### src/rtl/reorder_buffer_pkg.sv
// Shared widths and depths for the reorder buffer and the blocks that talk to it.
package reorder_buffer_pkg;

   localparam int InstBus     = 32;
   localparam int AddrBus     = 32;
   localparam int RegBus      = 32;
   localparam int RegAddrBus  = 5;

   // Entry count, tag width (RobTagBus-1:0) and occupancy width (0..RobDepth inclusive).
   localparam int RobDepth    = 16;
   localparam int RobTagBus   = 4;
   localparam int RobCountBus = RobTagBus + 1;

endpackage

### src/rtl/reorder_buffer.sv
// Circular reorder buffer: allocates per dispatched instruction, captures CDB results,
// answers operand queries and retires in program order, flushing on a head mispredict.
module reorder_buffer
   import reorder_buffer_pkg::*;
#(
   parameter int DEPTH = RobDepth,
   parameter int TAG_W = RobTagBus
) (
   input  logic                  clk_in,
   input  logic                  rst_in,
   input  logic                  rdy_in,

   input  logic                  dispatch_rob_rdy,
   input  logic [InstBus-1:0]    disp_inst,
   input  logic [AddrBus-1:0]    disp_npc,
   input  logic [RegAddrBus-1:0] disp_rd,
   input  logic                  disp_rd_in_need,
   output logic [TAG_W-1:0]      alloc_tag,
   output logic                  rob_full,
   output logic                  rob_overflow,

   input  logic                  cdb_valid,
   input  logic [TAG_W-1:0]      cdb_tag,
   input  logic [RegBus-1:0]     cdb_value,
   input  logic                  cdb_jump,
   input  logic [AddrBus-1:0]    cdb_target,

   input  logic [TAG_W-1:0]      query_tag1,
   input  logic [TAG_W-1:0]      query_tag2,
   output logic                  query_ready1,
   output logic                  query_ready2,
   output logic [RegBus-1:0]     query_value1,
   output logic [RegBus-1:0]     query_value2,

   output logic                  commit_valid,
   output logic [RegAddrBus-1:0] commit_rd,
   output logic                  commit_rd_in_need,
   output logic [RegBus-1:0]     commit_value,
   output logic [TAG_W-1:0]      commit_tag,
   output logic                  flush_out,
   output logic [AddrBus-1:0]    flush_pc
);

   localparam logic [TAG_W:0] CntFull   = (TAG_W+1)'(DEPTH);
   localparam logic [TAG_W:0] CntAlmost = (TAG_W+1)'(DEPTH - 1);

   logic [DEPTH-1:0]      busy;
   logic [DEPTH-1:0]      ready;
   logic [DEPTH-1:0]      jump;
   logic [RegAddrBus-1:0] rd         [DEPTH];
   logic                  rd_in_need [DEPTH];
   logic [RegBus-1:0]     val        [DEPTH];
   logic [AddrBus-1:0]    target     [DEPTH];
   logic [AddrBus-1:0]    npc        [DEPTH];

   logic [TAG_W-1:0]      head;
   logic [TAG_W-1:0]      tail;
   logic [TAG_W:0]        count;

   logic do_alloc;
   logic do_wb;
   logic do_commit;
   logic do_flush;
   logic bypass1;
   logic bypass2;

   assign do_alloc  = rdy_in && dispatch_rob_rdy && (count != CntFull);
   assign do_wb     = rdy_in && cdb_valid && busy[cdb_tag];
   assign do_commit = rdy_in && busy[head] && ready[head];
   assign do_flush  = do_commit && jump[head];

   assign alloc_tag = tail;
   // One slot stays in reserve for the instruction already sitting in the dispatch register.
   assign rob_full  = (count >= CntAlmost);

   assign bypass1      = cdb_valid && (cdb_tag == query_tag1);
   assign bypass2      = cdb_valid && (cdb_tag == query_tag2);
   assign query_ready1 = bypass1 || (busy[query_tag1] && ready[query_tag1]);
   assign query_ready2 = bypass2 || (busy[query_tag2] && ready[query_tag2]);
   assign query_value1 = bypass1 ? cdb_value : val[query_tag1];
   assign query_value2 = bypass2 ? cdb_value : val[query_tag2];

   // The instruction word and PC are kept for debug visibility only.
   logic unused_sink;
   assign unused_sink = ^{disp_inst, npc[head]};

   always_ff @(posedge clk_in or negedge rst_in) begin
      if (!rst_in) begin
         busy  <= '0;
         ready <= '0;
         jump  <= '0;
         for (int i = 0; i < DEPTH; i++) begin
            rd[i]         <= '0;
            rd_in_need[i] <= 1'b0;
            val[i]        <= '0;
            target[i]     <= '0;
            npc[i]        <= '0;
         end
         head              <= '0;
         tail              <= '0;
         count             <= '0;
         rob_overflow      <= 1'b0;
         commit_valid      <= 1'b0;
         commit_rd         <= '0;
         commit_rd_in_need <= 1'b0;
         commit_value      <= '0;
         commit_tag        <= '0;
         flush_out         <= 1'b0;
         flush_pc          <= '0;
      end else begin
         commit_valid <= 1'b0;
         flush_out    <= 1'b0;
         if (rdy_in) begin
            if (dispatch_rob_rdy && (count == CntFull)) begin
               rob_overflow <= 1'b1;
            end
            if (do_commit) begin
               commit_valid      <= 1'b1;
               commit_rd         <= rd[head];
               commit_rd_in_need <= rd_in_need[head];
               commit_value      <= val[head];
               commit_tag        <= head;
            end
            if (do_flush) begin
               // Everything younger than the mispredicted jump is squashed, including this cycle's traffic.
               flush_out <= 1'b1;
               flush_pc  <= target[head];
               busy      <= '0;
               head      <= '0;
               tail      <= '0;
               count     <= '0;
            end else begin
               if (do_wb) begin
                  ready[cdb_tag]  <= 1'b1;
                  val[cdb_tag]    <= cdb_value;
                  jump[cdb_tag]   <= cdb_jump;
                  target[cdb_tag] <= cdb_target;
               end
               if (do_alloc) begin
                  busy[tail]       <= 1'b1;
                  ready[tail]      <= 1'b0;
                  jump[tail]       <= 1'b0;
                  rd[tail]         <= disp_rd;
                  rd_in_need[tail] <= disp_rd_in_need;
                  npc[tail]        <= disp_npc;
                  tail             <= tail + 1'b1;
               end
               if (do_commit) begin
                  busy[head] <= 1'b0;
                  head       <= head + 1'b1;
               end
               case ({do_alloc, do_commit})
                  2'b10:   count <= count + 1'b1;
                  2'b01:   count <= count - 1'b1;
                  default: count <= count;
               endcase
            end
         end
      end
   end

endmodule

### config.mk
export PLATFORM = sky130hd
export DESIGN_NAME = reorder_buffer
export DESIGN_NICKNAME = d
export VERILOG_FILES = /design/src/rtl/reorder_buffer_pkg.sv /design/src/rtl/reorder_buffer.sv
export SDC_FILE = /design/constraint.sdc
export NUM_CORES = 2
export LEC_CHECK = 0
export CELL_PAD_IN_SITES_DETAIL_PLACEMENT = 1
export CELL_PAD_IN_SITES_GLOBAL_PLACEMENT = 1
export CORE_MARGIN = 2
export CORE_UTILIZATION = 53
export CTS_CLUSTER_DIAMETER = 60
export DETAILED_ROUTE_END_ITERATION = 10
export MAX_ROUTING_LAYER = met4
export PLACE_DENSITY_LB_ADDON = 0.1
export REMOVE_ABC_BUFFERS = 1
export SLEW_MARGIN = 20
export SYNTH_ARGS = -nofsm -noshare
export SYNTH_HDL_FRONTEND = slang
export SYNTH_SLANG_ARGS = --single-unit
### constraint.sdc
create_clock -name clk_in -period 4.6 [get_ports clk_in]
set_input_delay 0.69 -clock clk_in [delete_from_list [all_inputs] [get_ports clk_in]]
set_output_delay 0.69 -clock clk_in [all_outputs]
set_load 0.1 [all_outputs]
After elaboration in Yosys (flattened, before gate mapping)
Index checks and enable logic that the tools add are counted.
- register bits after elaboration: 1258
- input bits: 152
- output and inout bits: 148
- word-level logic and storage cells: 224
- add/subtract/negate cells: 4
- order comparisons: 16
- equality and inequality tests: 6
- multiplexer cells: 76
- bitwise logic cells: 13
- reductions and logical operators: 31
- operator list (kind ; count):
    $bwmux W512 ; 2
    $bmux W32 S4 ; 4
    $mux W32 ; 11
    $mux W16 ; 13
    $demux W32 S4 ; 1
    $bwmux W80 ; 1
    $and A16 B16 Y16 ; 3
    $bmux W1 S4 ; 9
    $bwmux W16 ; 2
    $not A16 Y16 ; 2
    $or A16 B16 Y16 ; 2
    $ge A5 B5 Y1 const B ; 5
    $lt A4 B5 Y1 const B ; 5
    $not A4 Y5 ; 5
    $bmux W5 S4 ; 1
    $demux W5 S4 ; 1
    $mux W5 ; 4
    $mux W1 ; 18
    $logic_and A1 B1 Y1 ; 17
    $demux W1 S4 ; 4
    $mux W4 ; 4
    $reduce_and A2 Y1 ; 7
    $ge A4 B1 Y1 const B ; 3
    $lt A5 B1 Y1 const B ; 2
    15 further kinds ; 20

Longest topological paths before layout
- depth in word-level cells: 11
- mapped depth: 15
- mapped depth without buffers: 12

Least setup slack after synthesis
No wires, ideal clock.
- kind: input -> output
- start: in query_tag1[0]
- end: out query_ready1
- arrival time: 3.544 ns
- data required time: 3.910 ns
- slack: 0.366 ns
- stages: 7
- buffers on the path: 4
- cell sequence: clkbuf_1 -> clkbuf_1 -> buf_1 -> xor2_1 -> nor4_1 -> clkbuf_1 -> nand2b_1
- cells in the longest elaborated chain, start to end: 4
- elaborated cells between the ends (all ways): 8
- classes of those cells: 1 x eq/ne; 4 x mux; 3 x reduce/logical
- ends and longest elaborated chain (item ; line ; source):
    start, declared ; reorder_buffer.sv:28 ; input logic [TAG_W-1:0] query_tag1,
    $bmux W1 S4 ; reorder_buffer.sv:78 ; assign query_ready1 = bypass1 || (busy[query_tag1] && ready[query_tag1]);
    $mux W1 (implied by the code) ; reorder_buffer.sv:78 ;
    $logic_and A1 B1 Y1 ; reorder_buffer.sv:78 ;
    $logic_or A1 B1 Y1 * ; reorder_buffer.sv:78 ;
    end, declared ; reorder_buffer.sv:30 ; output logic query_ready1,
Mark *: on every way between the ends. The rest lies on a longest branch, timed or not. The select of a mux whose other input is x is not followed.

Worst setup path after layout
- start: reg head[0]
- end: reg count[4]
- cells in the longest elaborated chain, start to end: 7
- elaborated cells between the ends (all ways): 15
- classes of those cells: 2 x eq/ne; 8 x mux; 5 x reduce/logical
- ends and longest elaborated chain (item ; line ; source):
    start, declared ; reorder_buffer.sv:56 ; logic [TAG_W-1:0] head;
    start signal, assigned ; reorder_buffer.sv:150 ; head <= head + 1'b1;
    $bmux W1 S4 ; reorder_buffer.sv:69 ; assign do_commit = rdy_in && busy[head] && ready[head];
    $mux W1 (implied by the code) ; reorder_buffer.sv:69 ;
    $logic_and A1 B1 Y1 (2 in a row) ; reorder_buffer.sv:69 ;
    $eq A2 B1 Y1 (tied with other cells) ; reorder_buffer.sv:152 ; case ({do_alloc, do_commit})
    $pmux W5 S2 / $reduce_bool A3 Y1 (equally long branches) ; n/a ;
    $mux W5 / $reduce_and A2 Y1 (equally long branches) ; n/a ;
    end signal, assigned ; reorder_buffer.sv:153 ; 2'b10: count <= count + 1'b1;
    end signal, assigned ; reorder_buffer.sv:154 ; 2'b01: count <= count - 1'b1;
    end signal, assigned ; reorder_buffer.sv:155 ; default: count <= count;
    end, declared ; reorder_buffer.sv:58 ; logic [TAG_W:0] count;
Several ways; a longest one is shown, not always the timed one. The select of a mux whose other input is x is not followed.
A chain may end at the register's enable or synchronous reset.

==> run_results.csv <==
group,metric,value,unit
layout,fin_nets,4269,
synth,synthArstFlopShare,1.000,
pwr,p_per_area,434.7,mW/mm^2
floorplanning,ioPinCount,300,
synth,syn_avg_cell_area,16.48,sq um
setup_path,critPathMaxFanout,24,
floorplanning,rows,129,
synth,synthAdderAreaFrac,0.001903,
setup_path,start_kind,"register",
placement,io_buffer_count,235,
synth,synth_cell_type_count,56,
grt,track_usage,0.3172,
floorplanning,die_h,356.2,um
timing,fmax,251.8,MHz
synth,synth_top_area_frac,0.4789,
clock_network,cts.sinks,1258,
floorplanning,initial_utilization,0.5331,
detailed_routing,vias,39079,
timing,holdWs,0.4741,ns
timing,setup_viol,0,
synth,ys_ff_latch,1258,
setup_path,critical_path_class,"register to register",
clock_network,cts-htree-levels,4,
setup_path,r2r-start,"head[0]",
clock_network,clkLatencyLatePin,0.78,ns
timing,fin_ws,0.6286,ns
timing,rsz0062_at_grt,"no",
floorplanning,die_x,356.2,um
pwr,p_leak,34.32,nW
layout,area_delta_synth_final,15.23,%
synth,synth_top_family_by_area,"multiplexers",
setup_path,cp.buffers_inverters,0,
synth,yosysMostFrequentCell,"dfrtp_1",
detailed_routing,firstDrtPassIters,7,
detailed_routing,drt-initial-drc-count,3053,
clock_network,cts_tree,"built",
floorplanning,die_area,0.1269,sq mm
detailed_routing,route.detailed.drc,0,
flow_run,max_cap_viol_count,0,
grt,grt_pass1_vias,42869,
synth,synth_common_cells,"dfrtp_1 (1,258), mux2_2 (757), mux4_2 (694)",
grt,grt_max_degree,146,
timing,timing.slew.headroom,0.2392,
synth,synth_mux_area_frac,0.4556,
timing,fin_crit_sh,0.8633,
clock_network,cts_buffers,145,
setup_path,cp.depth,12,
synth,yosys.area.top_type,"dfrtp_1",
timing,hold_violations,0,
placement,gp_congestion,0.8323,
synth,ys_seq_area_frac,0.4789,
timing,period_needed,3.971,ns
clock_network,ctsRootBufferMaster,"clkbuf_16",
clock_network,clk_pin_slew,0.06,ns
synth,synth-edff-count,0,
setup_path,r2r_cells,12,
synth,synth_area,0.06573,sq mm
grt,gr-total-overflow,0,
layout,drive_above_1_share,0.4800,
setup_path,crit_arrival,4.65,ns
floorplanning,coreArea,0.1233,sq mm
detailed_routing,avgViaCountPerCell,6.656,
placement,dp_hpwl,106700,um
placement,post-place-ws,0.6013,ns
timing,finClkSkew,0.02589,ns
worst_hold_path,hold_class,"register to register",
timing,setup-tns-final,0,ns
grt,antenna_found_initial,8,
setup_path,cp-endpoint,"count[4]",
clock_network,cts_buffer_depth,3,
setup_path,reg2reg_to,"count[4]",
grt,grt_pass1_wl,288800,um
setup_path,crit_path_cell_trace,"mux2i_1 -> mux4_2 -> a2111o_1 -> nor3_1 -> xor2_1 -> ha_1 -> nor2_1 -> nand2_1 -> a21oi_1 -> and4_1 -> or4_1 -> a22oi_1",
pwr,ir_worst_vdd,0.0005610,V
setup_path,worstSetupStartpoint,"head[0]",
synth,synthFlopType,"dfrtp_1",
synth,netlist_instances,3988,
setup_path,crit_path_max_incr_delay,0.71,ns
setup_path,rrSetupSlack,0.63,ns
clock_network,post_cts_buffers,0,
detailed_routing,ant_nets,0,
pwr,total_power,32.93,mW
detailed_routing,drt_wl_total,189000,um
setup_path,slowest_stage,"dfrtp_4",
synth,synth_compound_area_frac,0.009327,
synth,synth_area_leaders,"dfrtp_1 (48%), mux4_2 (24%), mux2_2 (13%)",
synth,yosysWarnings,0,
timing,drv_slew,0,
setup_path,required,5.28,ns
timing,tightestPinTransition,1.141,ns
setup_path,worst_setup_path_end_kind,"register",
setup_path,path_delay_family,"simple AND/OR/NAND/NOR gates",
synth,synth-xor-area-share,0.001732,
status,status,"complete, no violations",
detailed_routing,wl_per_cell,32.20,um
synth,yosys.area_share.simple,0.02176,
cells by family (layout without fill, tap and decap cells):
group / Yosys count / in the layout
xor gates and xnor gates: 13 / 13
DFF: 1258 / 1258
and+or+nand+nor: 291 / 291
buffers and inverters: 395 / 634
other: 0 / 7
adders and majority gates: 10 / 10
muxes: 1936 / 1936
AOI/OAI and AO/OA: 85 / 85
area by class of cell:
type,count,area [sq um]
repair buffers,358,4582
inverters,9,43.79
clock inverters,51,695.7
fillers,10684,47570
flip-flops and latches,1258,31490
clock buffers,216,4373
well taps,1637,2048
diodes,7,17.52
multi-input cells,2335,32490
stage by stage:
step	cell area, sq um	utilization	std cells
4_1_cts	75740	0.6142	5864
2_1_floorplan	63740	-	3602
3_3_place_gp	70660	0.5730	5596
5_1_grt	75740	0.6142	5869
6_report	75750	0.6143	5871
3_5_place_dp	70660	0.5730	5596
power breakdown:
| group | switching [mW] | internal (mW) | leakage (nW) |
|---|---|---|---|
| combinational | 3.38 | 3.54 | 14.6 |
| clock | 4.81 | 7.33 | 2.49 |
| sequential | 1.24 | 12.6 | 17.3 |
worst min path at each step:
stage	cells after the start	startpoint	slack, ns	endpoint
2_1_floorplan	0	rst_in	0.39	alloc_tag[0]
3_3_place_gp	1	rob_overflow	0.46	rob_overflow
3_5_place_dp	1	rob_overflow	0.47	rob_overflow
4_1_cts	1	rob_overflow	0.48	rob_overflow
5_1_grt	1	target[308]	0.50	target[308]
6_report	2	commit_value[16]	0.47	commit_value[16]
registers in the layout, summed over array words and instances, names as in the netlist:
register           count
rd                    80
count                  5
target               512
rd_in_need            16
commit_tag             4
rob_overflow           1
commit_value          32
commit_rd              5
commit_rd_in_need      1
flush_out              1
busy                  16
flush_pc              32
head                   4
jump                  16
alloc_tag              4
val                  512
ready                 16
commit_valid           1
cell usage in the layout (no fill, tap or decap), types with 61 or more instances in the layout:
| cell | Yosys | final |
|---|---|---|
| buf_4 | 17 | 75 |
| mux2_1 | 364 | 364 |
| mux2_4 | 96 | 96 |
| clkbuf_16 | 0 | 151 |
| nand2_1 | 159 | 157 |
| mux2_2 | 757 | 757 |
| clkdlybuf4s50_1 | 0 | 157 |
| mux4_2 | 694 | 694 |
| dfrtp_1 | 1258 | 1255 |
| buf_12 | 1 | 117 |
| nor2_1 | 61 | 61 |
worst register-to-register path: stages, from the launching register on:
cell      delay (ns)
dfrtp_4         0.71
mux2i_1         0.16
mux4_2          0.54
a2111o_1        0.56
nor3_1          0.42
xor2_1          0.21
ha_1            0.22
nor2_1          0.07
nand2_1         0.08
a21oi_1         0.06
and4_1          0.22
or4_1           0.47
a22oi_1         0.18
routing by layer:
metal	wire length, um	vias up	track usage
met1	80310	21724	0.4341
met3	10550	319	0.04905
met5	0	-	-
li1	-	15763	-
met4	5079	0	0.09190
met2	93080	1273	0.4977
repair_timing:
| action | 4_1_cts | 5_1_grt |
|---|---|---|
| hold endpoints to repair | 89 | 0 |
| hold buffers | 1 | 0 |
| resized for setup | 0 | 0 |
No activity file was read; power rests on OpenSTA's default activity.
